--- src/rtl/im_loader.sv ---
// im_loader -- serial boot loader for the instruction memory.
//
// Receives a little-endian byte stream: a 2-byte word count N, then 4N data
// bytes, then a 4-byte checksum. The checksum is the sum of the N words
// mod 2^32. Each assembled word is written to the instruction memory at
// consecutive word addresses starting at 0. The CPU is held while a
// session is in progress, and also after an aborted session.
//
// Ports
//   clk         system clock, rising edge
//   rst         asynchronous active-high reset
//   start       single-cycle pulse; begins a session from IDLE/DONE/ERR
//   byte_valid  byte_data carries a byte
//   byte_data   incoming byte
//   byte_ready  loader accepts a byte this cycle (valid & ready = transfer)
//   im_we       instruction-memory write strobe
//   im_addr     instruction-memory word address (PC[11:2] space)
//   im_wdata    instruction word to write
//   cpu_hold    stalls pipeline and PC while loading or after an abort
//   done        last session finished with a matching checksum
//   err         last session aborted (oversize count or bad checksum)
//   word_cnt    words written in the current or last session
//   checksum    running sum of the words written
module im_loader #(
  parameter int DEPTH = 1024  // words; must not exceed 1024
) (
  input  logic        clk,
  input  logic        rst,
  input  logic        start,
  input  logic        byte_valid,
  input  logic [7:0]  byte_data,
  output logic        byte_ready,
  output logic        im_we,
  output logic [9:0]  im_addr,
  output logic [31:0] im_wdata,
  output logic        cpu_hold,
  output logic        done,
  output logic        err,
  output logic [15:0] word_cnt,
  output logic [31:0] checksum
);

  typedef enum logic [2:0] {
    IDLE  = 3'd0,
    LEN   = 3'd1,
    DATA  = 3'd2,
    WRITE = 3'd3,
    CSUM  = 3'd4,
    DONE  = 3'd5,
    ERR   = 3'd6
  } state_t;

  localparam logic [15:0] DEPTH_W = 16'(DEPTH);

  state_t      state;
  state_t      state_nxt;
  logic [1:0]  byte_idx;
  logic [15:0] len_q;
  logic [31:0] field_q;
  logic [31:0] field_cur;
  logic        xfer;
  logic        start_ok;
  logic        field_last;

  assign xfer     = byte_valid && byte_ready;
  assign start_ok = start && ((state == IDLE) || (state == DONE) || (state == ERR));

  // The length field is two bytes; data and checksum fields are four.
  assign field_last = (state == LEN) ? (byte_idx == 2'd1) : (byte_idx == 2'd3);

  // Field value including the byte on the bus this cycle, so decisions on
  // the final byte of a field can be taken without an extra cycle.
  always_comb begin
    field_cur = field_q;
    field_cur[8*byte_idx +: 8] = byte_data;
  end

  // State register
  always_ff @(posedge clk or posedge rst) begin
    if (rst) begin
      state <= IDLE;
    end else begin
      state <= state_nxt;
    end
  end

  // Next state
  always_comb begin
    state_nxt = state;
    case (state)
      IDLE, DONE, ERR: begin
        if (start) state_nxt = LEN;
      end
      LEN: begin
        if (xfer && field_last) begin
          if (field_cur[15:0] > DEPTH_W)       state_nxt = ERR;
          else if (field_cur[15:0] == 16'd0)   state_nxt = CSUM;
          else                                 state_nxt = DATA;
        end
      end
      DATA: begin
        if (xfer && field_last) state_nxt = WRITE;
      end
      WRITE: begin
        // word_cnt still holds the pre-increment value here.
        if ((word_cnt + 16'd1) == len_q) state_nxt = CSUM;
        else                             state_nxt = DATA;
      end
      CSUM: begin
        if (xfer && field_last) begin
          if (field_cur == checksum) state_nxt = DONE;
          else                       state_nxt = ERR;
        end
      end
      default: state_nxt = IDLE;
    endcase
  end

  // Outputs decoded from state
  always_comb begin
    byte_ready = (state == LEN) || (state == DATA) || (state == CSUM);
    im_we      = (state == WRITE);
    cpu_hold   = (state != IDLE) && (state != DONE);
    done       = (state == DONE);
    err        = (state == ERR);
  end

  // Session counters and the registered write port. im_addr/im_wdata are
  // loaded only on the last data byte so they stay stable between writes.
  always_ff @(posedge clk or posedge rst) begin
    if (rst) begin
      byte_idx <= 2'd0;
      len_q    <= 16'd0;
      word_cnt <= 16'd0;
      checksum <= 32'd0;
      im_addr  <= 10'd0;
      im_wdata <= 32'd0;
    end else if (start_ok) begin
      byte_idx <= 2'd0;
      word_cnt <= 16'd0;
      checksum <= 32'd0;
    end else if (xfer) begin
      byte_idx <= field_last ? 2'd0 : byte_idx + 2'd1;
      if ((state == LEN) && field_last) begin
        len_q <= field_cur[15:0];
      end
      if ((state == DATA) && field_last) begin
        im_addr  <= word_cnt[9:0];
        im_wdata <= field_cur;
      end
    end else if (state == WRITE) begin
      word_cnt <= word_cnt + 16'd1;
      checksum <= checksum + im_wdata;
    end
  end

  // Byte assembly; contents are meaningless until a field is complete,
  // so this register carries no reset.
  always_ff @(posedge clk) begin
    if (xfer) begin
      field_q[8*byte_idx +: 8] <= byte_data;
    end
  end

endmodule

--- config.mk ---
export PLATFORM = sky130hd
export DESIGN_NAME = im_loader
export DESIGN_NICKNAME = d
export VERILOG_FILES = /design/src/rtl/im_loader.sv
export SDC_FILE = /design/constraint.sdc
export NUM_CORES = 1
export LEC_CHECK = 0
export BUFFER_PORTS_ARGS = -buffer_cell sky130_fd_sc_hd__buf_2
export CAP_MARGIN = 10
export CORE_AREA = 2 2 160 162
export CTS_CLUSTER_DIAMETER = 150
export DETAILED_ROUTE_END_ITERATION = 10
export DIE_AREA = 0 0 162 164
export PLACE_DENSITY = 0.63
export SLEW_MARGIN = 20
export SYNTH_ARGS = -nofsm -noshare
export SYNTH_HDL_FRONTEND = slang
export SYNTH_SLANG_ARGS = --single-unit
--- constraint.sdc ---
create_clock -name clk -period 4.11 [get_ports clk]
set_input_delay 0.411 -clock clk [delete_from_list [all_inputs] [get_ports clk]]
set_output_delay 0.411 -clock clk [all_outputs]
set_load 0.005 [all_outputs]
* After elaboration in Yosys (flattened, before gate mapping)
Cells that the tools add are included.
** Word-level totals
- Flip-flop bits (word level) :: 143
- Output and inout bits :: 95
- Word-level logic and storage cells :: 72
** Cells by class
- Add/sub/neg operators :: 4
- $lt $le $gt $ge :: 1
- Equal/unequal tests :: 16
- Shift-type cells :: 2
- Multiplexer cells :: 20
- Bitwise operators :: 1
- Reductions and logical operators :: 20
** Operators with widths (number)
- 32-bit two-way mux :: 3
- 16-bit two-way mux :: 3
- 5-bit negator with 34-bit output :: 1
- 8-bit by 34-bit variable shift with 32-bit output (first input constant) :: 1
- 8-bit by 34-bit indexed part select with 32-bit output :: 1
- 32-bit adder :: 1
- 32-bit bitwise mux :: 1
- 32-bit == test :: 1
- 3-bit two-way mux :: 7
- 16-bit by 1-bit adder with 16-bit output (second input constant) :: 1
- 16-bit == test :: 1
- 16-bit by 11-bit > comparator with 1-bit output (second input constant) :: 1
- 16-bit logical NOT :: 1
- 3-bit one-hot mux with 5 select lines :: 1
- 3-bit == test (second input constant) :: 3
- 2-bit two-way mux :: 4
- 2-bit != test (second input constant) :: 4
- 3-bit by 2-bit == test with 1-bit output (second input constant) :: 2
- 1-bit logical AND :: 6
- 3-bit AND reduction :: 2
- 1-bit logical OR :: 4
- 4-bit AND reduction :: 1
- 2-bit nonzero test :: 2
- 3-bit by 1-bit == test with 1-bit output (second input constant) :: 1
- 11 further kinds :: 11

* Longest topological paths before layout
- Depth after elaboration :: 8
- Gate-level depth with buffers :: 14
- Gate-level depth less buffers :: 12

* Worst setup path after synthesis
No wires, ideal clock.
- Path type :: register -> register
- From :: register byte_idx[0]
- To :: register state[1]
- Arrival time :: 2.689 ns
- Required time :: 3.970 ns
- Slack :: 1.281 ns
- Cell stages (with the launch flop) :: 15
- Buffers on the path :: 3
- Period minus slack after synthesis :: 2.829 ns
- Cell sequence :: dfrtp_1 -> buf_6 -> inv_1 -> ha_1 -> buf_6 -> nor2_1 -> and3_1 -> buf_6 -> a2bb2oi_1 -> nand4_1 -> nor4_2 -> and3_1 -> o21ai_1 -> a221oi_2 -> a211oi_1
** Between the ends
- Word-level cells in the longest chain between the ends :: 8
- Elaborated cells between the ends (all ways) :: 21
- Those cells by class :: 1 x add/sub; 1 x order compare; 6 x eq/ne; 2 x shift; 8 x mux; 3 x reduce/logical
** Ends and longest elaborated chain
- start, declared :: line 57 : logic [1:0] byte_idx;
- start signal, assigned :: line 143 : byte_idx <= field_last ? 2'd0 : byte_idx + 2'd1;
- parallel branches: the longest is 8 deep, another holds 5-bit negator with 34-bit output
- end signal, assigned :: line 83 : state <= state_nxt;
- end, declared :: line 55 : state_t state;
Several ways; the timed one is not identified. The select of a mux whose other input is x is not followed.
A chain may end at the register's enable or synchronous reset.

* Worst setup path in the final report
- From :: register byte_idx[1]
- To :: register state[0]
** Between the ends
- Word-level cells in the longest chain between the ends :: 7
- Elaborated cells between the ends (all ways) :: 19
- Those cells by class :: 1 x add/sub; 1 x order compare; 6 x eq/ne; 2 x shift; 7 x mux; 2 x reduce/logical
** Ends and longest elaborated chain
- 5-bit negator with 34-bit output :: line 75 : field_cur[8*byte_idx +: 8] = byte_data;
- 8-bit by 34-bit indexed part select with 32-bit output or 8-bit by 34-bit variable shift with 32-bit output (tied branches) :: line 75
- 32-bit bitwise mux :: line 75
- 16-bit by 11-bit > comparator with 1-bit output or 32-bit == test (tied branches) :: line 96, 111
- 3-bit two-way mux or 2-bit two-way mux (tied branches) :: line 96, 111
- 3-bit two-way mux, on equally long branches :: line 95, 110
- 3-bit one-hot mux with 5 select lines :: line 90 : case (state)
Parallel ways exist; a longest one is shown, timed or not. The select of a mux whose other input is x is not followed.

==> reports/qor.txt <==
OUTCOME
--------------------------------------------------------------------------------
Run status ........................................................ finished, final reports clean

PLACE
--------------------------------------------------------------------------------
Post-detail-place hpwl ............................................    18,800 um
I/O Buffers .......................................................          106
Dpl cells .........................................................        1,327
GPL Wtd Cong ......................................................        0.895
Pre-CTS setup slack ...............................................     0.881 ns
Area post-placement ...............................................  0.00946 mm2

SYNTH
--------------------------------------------------------------------------------
Dominant combinational cell family by area after synthesis ........ compound AO/OA/AOI/OAI gates
Simple-gate share of the synthesized area .........................        0.158
Most frequent cells after synthesis ............................... dfrtp_1, nand2_1, o21ai_0, a21oi_1, xnor2_1
Count of mapped cells out of synthesis ............................          922
Async SR Flop Fraction ............................................        0.776
Share of synthesized area spent on multiplexers ...................       0.0178
Number of different library cells in the post-synthesis netlist ...           69
Leading cell type by number of instances after synthesis ..........      dfrtp_1
Leading register cell type out of synthesis .......................      dfrtp_1
Adder and majority gate portion of the synthesized area ...........       0.0562
Synth Area per Inst ...............................................     9.32 um2
Sequential cell area fraction in the yosys report .................        0.435
Cell taking the most area after synthesis .........................      dfrtp_1
Post-synthesis net count ..........................................          972
Share of Yosys cell area claimed by the top area cell type ........        0.323
Register bit count reported by yosys ..............................          143
Post-synthesis compound-gate area fraction ........................        0.201
Number of synthesized flops with an enable pin ....................           32
Netlist Area Pre-Place ............................................  0.00860 mm2
Xor and xnor fraction of the mapped netlist area ..................       0.0815
Biggest area contributors in the synthesized netlist .............. dfrtp_1, edfxtp_1, xnor2_1
Syn. warnings .....................................................            0

DRT
--------------------------------------------------------------------------------
Detailed Routing Iterations Pass 1 ................................            6
Via-per-instance ratio ............................................         5.41
Vias after detailed routing .......................................        7,355
DR DRC count ......................................................            0
Total length of routed wires ......................................    25,900 um
Avg WL per Cell ...................................................      19.1 um
Remaining antenna violation count after routing ...................            0
Initial DRC count .................................................          592

STA
--------------------------------------------------------------------------------
Setup Viol. Count Final ...........................................            0
Worst Setup Slack, final ..........................................     0.810 ns
Layout Skew .......................................................   0.00912 ns
Final Cycle Share .................................................        0.803
Sum of negative setup slack .......................................         0 ns
Transition time at the pin with the least slew margin .............     0.883 ns
Number of hold-slack violations in the final timing report ........            0
RSZ-0062 raised after global routing ..............................        false
Fmax ..............................................................      303 MHz
Max-slew violation total from the final report ....................            0
Clock period minus final worst setup slack ........................      3.30 ns
Headroom to the max-slew limit ....................................        0.411

FLOORPLANNING
--------------------------------------------------------------------------------
Horizontal die dimension ..........................................       162 um
Ports .............................................................          107
Core area .........................................................   0.0248 mm2
Std cell rows .....................................................           58
Starting Density ..................................................        0.346
Die area ..........................................................   0.0266 mm2
Die H .............................................................       164 um

CRITICAL PATH
--------------------------------------------------------------------------------
Reg2reg setup slack ...............................................      0.81 ns
Critical path start-end classification ............................      reg2reg
Critical path capture point type ..................................         flop
Worst Setup Start Kind ............................................         flop
Largest fanout on the critical path ...............................           10
Reg-to-Reg Start ..................................................  byte_idx[1]
Data required, critical path ......................................      4.47 ns
Crit path launch ..................................................  byte_idx[1]
Crit path arrival time ............................................      3.66 ns

GLOBAL ROUTE
--------------------------------------------------------------------------------
Overall Global Routing Usage ......................................        0.200
Most utilized layer in the global route result ....................         met2
Met2 capacity usage during global routing .........................        0.326
Total gr overflow .................................................            0
Vias in the first global route ....................................        7,019
Initial antenna violation count ...................................            0
Pin count of the biggest net entering global routing ..............           67
Grt met3 use ......................................................       0.0417
First-pass GRT wire length ........................................    40,600 um
Met1 track utilization from global routing ........................        0.270

PWR
--------------------------------------------------------------------------------
Worst IR drop on VDD ..............................................       335 uV
Reported leakage power ............................................      4.80 nW
Power density normalized to cell area .............................   751 mW/mm2

CLOCK TREE
--------------------------------------------------------------------------------
Count of buffers added by post-CTS timing repair for setup ........            0
Clock sink total ..................................................          143
Total clock buffers created by CTS ................................           17
Clk Tree Root Cell ................................................    clkbuf_16
TritonCTS clock tree ..............................................         done
Number of buffers inserted by hold repair at cts ..................            0
Deepest level of the CTS H-tree ...................................            4
Latest clock arrival within the worst-skew pair ...................      0.43 ns
Resized cells post-CTS ............................................            0
Clock Pin Slew Worst Setup and Hold Paths .........................      0.06 ns
Max Root-Sink Buffers .............................................            2

FINAL LAYOUT
--------------------------------------------------------------------------------
Synth-to-layout area growth .......................................        16.7%
Post-Layout Cell Count ............................................        1,359
Post-route cell area ..............................................   0.0100 mm2
Multi-input gate area in the final layout .........................  0.00444 mm2
Post-layout net count .............................................        1,066
Diodes inserted ...................................................            0
Fraction of final layout cells with drive strength greater than 1 .        0.179
Combined flip-flop and latch cell area ............................  0.00374 mm2
Number of fill cells ..............................................        2,513

RUN
--------------------------------------------------------------------------------
Maximum Capacitance Violations ....................................            0

HOLD PATH
--------------------------------------------------------------------------------
Type of the worst min-delay path ..................................     in2async

## cells in the final DEF, fill, tap and decap left out, drive strengths merged, types with 3 or more instances in the layout
cell    netlist  routed
buf          13     123
nand2        85      85
a31oi        17      17
a21oi        75      75
a211oi        5       5
nor2         44      44
clkbuf       35      25
o31ai         7       7
dfrtp       111     111
o21ai       103     103
edfxtp       32      32
nand3        40      40
o211ai        4       4
mux2         10      10
nor2b        36      36
a221oi        5       5
xor2         21      21
inv          56      57
and3         12      12
o221ai        3       3
a22o          3       3
nor4          9       9
ha           37      37
a21o         17      17
o22ai         4       4
nor3          6       6
nand2b        7       7
xnor2        59      59
clkinv        0       4
a41oi         4       4
or3           6       6
and4          3       3
nand3b        3       3
nand4         7       7
o21a          5       5
mux2i         4       4
and2          6       6
## per-stage QoR
stage / total power [mW] / util / hold WS (ns)
2_1_floorplan: 4.75 / - / 0.489
5_1_grt: 8.05 / 0.404 / 0.235
4_1_cts: 7.53 / 0.404 / 0.204
6_report: 7.53 / 0.404 / 0.165
3_3_place_gp: 5.93 / 0.381 / 0.468
3_5_place_dp: 5.99 / 0.381 / 0.476
## power by group
| group | internal [mW] | switching [mW] | total, mW |
|---|---|---|---|
| registers | 2.01 | 0.500 | 2.51 |
| logic | 1.37 | 2.13 | 3.50 |
| clock network | 0.893 | 0.626 | 1.52 |
| total | 4.28 | 3.26 | 7.53 |
## final cells by class
cell class,instances,area share
multi-input combinational,675,0.442
sequential,143,0.373
timing repair buffer,123,0.0656
clock buffer,25,0.0526
tap,330,0.0411
inverter,56,0.0212
clock inverter,7,0.00486
## registers in the layout, indices dropped and copies added, names as in the netlist
name,flops
im_wdata,32
word_cnt,16
im_addr,10
state,3
checksum,32
byte_idx,2
len_q,16
field_q,32
## path summary, 6_finish.rpt
check	endpoint	depth (start not counted)
worst max-delay path	state[0]	11
worst min-delay path	word_cnt[1]	2
worst max register to register	state[0]	11
worst min register to register	im_addr[1]	1
max in group asynchronous	im_wdata[22]	3
min in group clk	field_q[6]	3
## critical path: stages (launching register included)
cell and delay, ns:
dfrtp_1 0.41, inv_1 0.12, ha_1 0.52, nor2b_4 0.26, and3b_1 0.43, a21oi_2 0.14, xnor2_1 0.16, nor4_2 0.35
nand4_1 0.16, o41ai_2 0.43, a21oi_1 0.13, a21oi_2 0.11
## logic make-up after synthesis
logic type,Yosys count
compound gates,274
mux,14
flops,143
buf+inv,104
xor+xnor,80
fa+ha+maj,38
simple gates,269
## metal layers
layer	vias to the layer above	routed length, um	part of all wire
li1	3464	-	-
met1	3518	11600	0.45
met2	327	11800	0.46
met3	46	1840	0.071
met4	0	629	0.024
met5	-	0	0
Note: power is estimated with default switching activity, not from simulation.
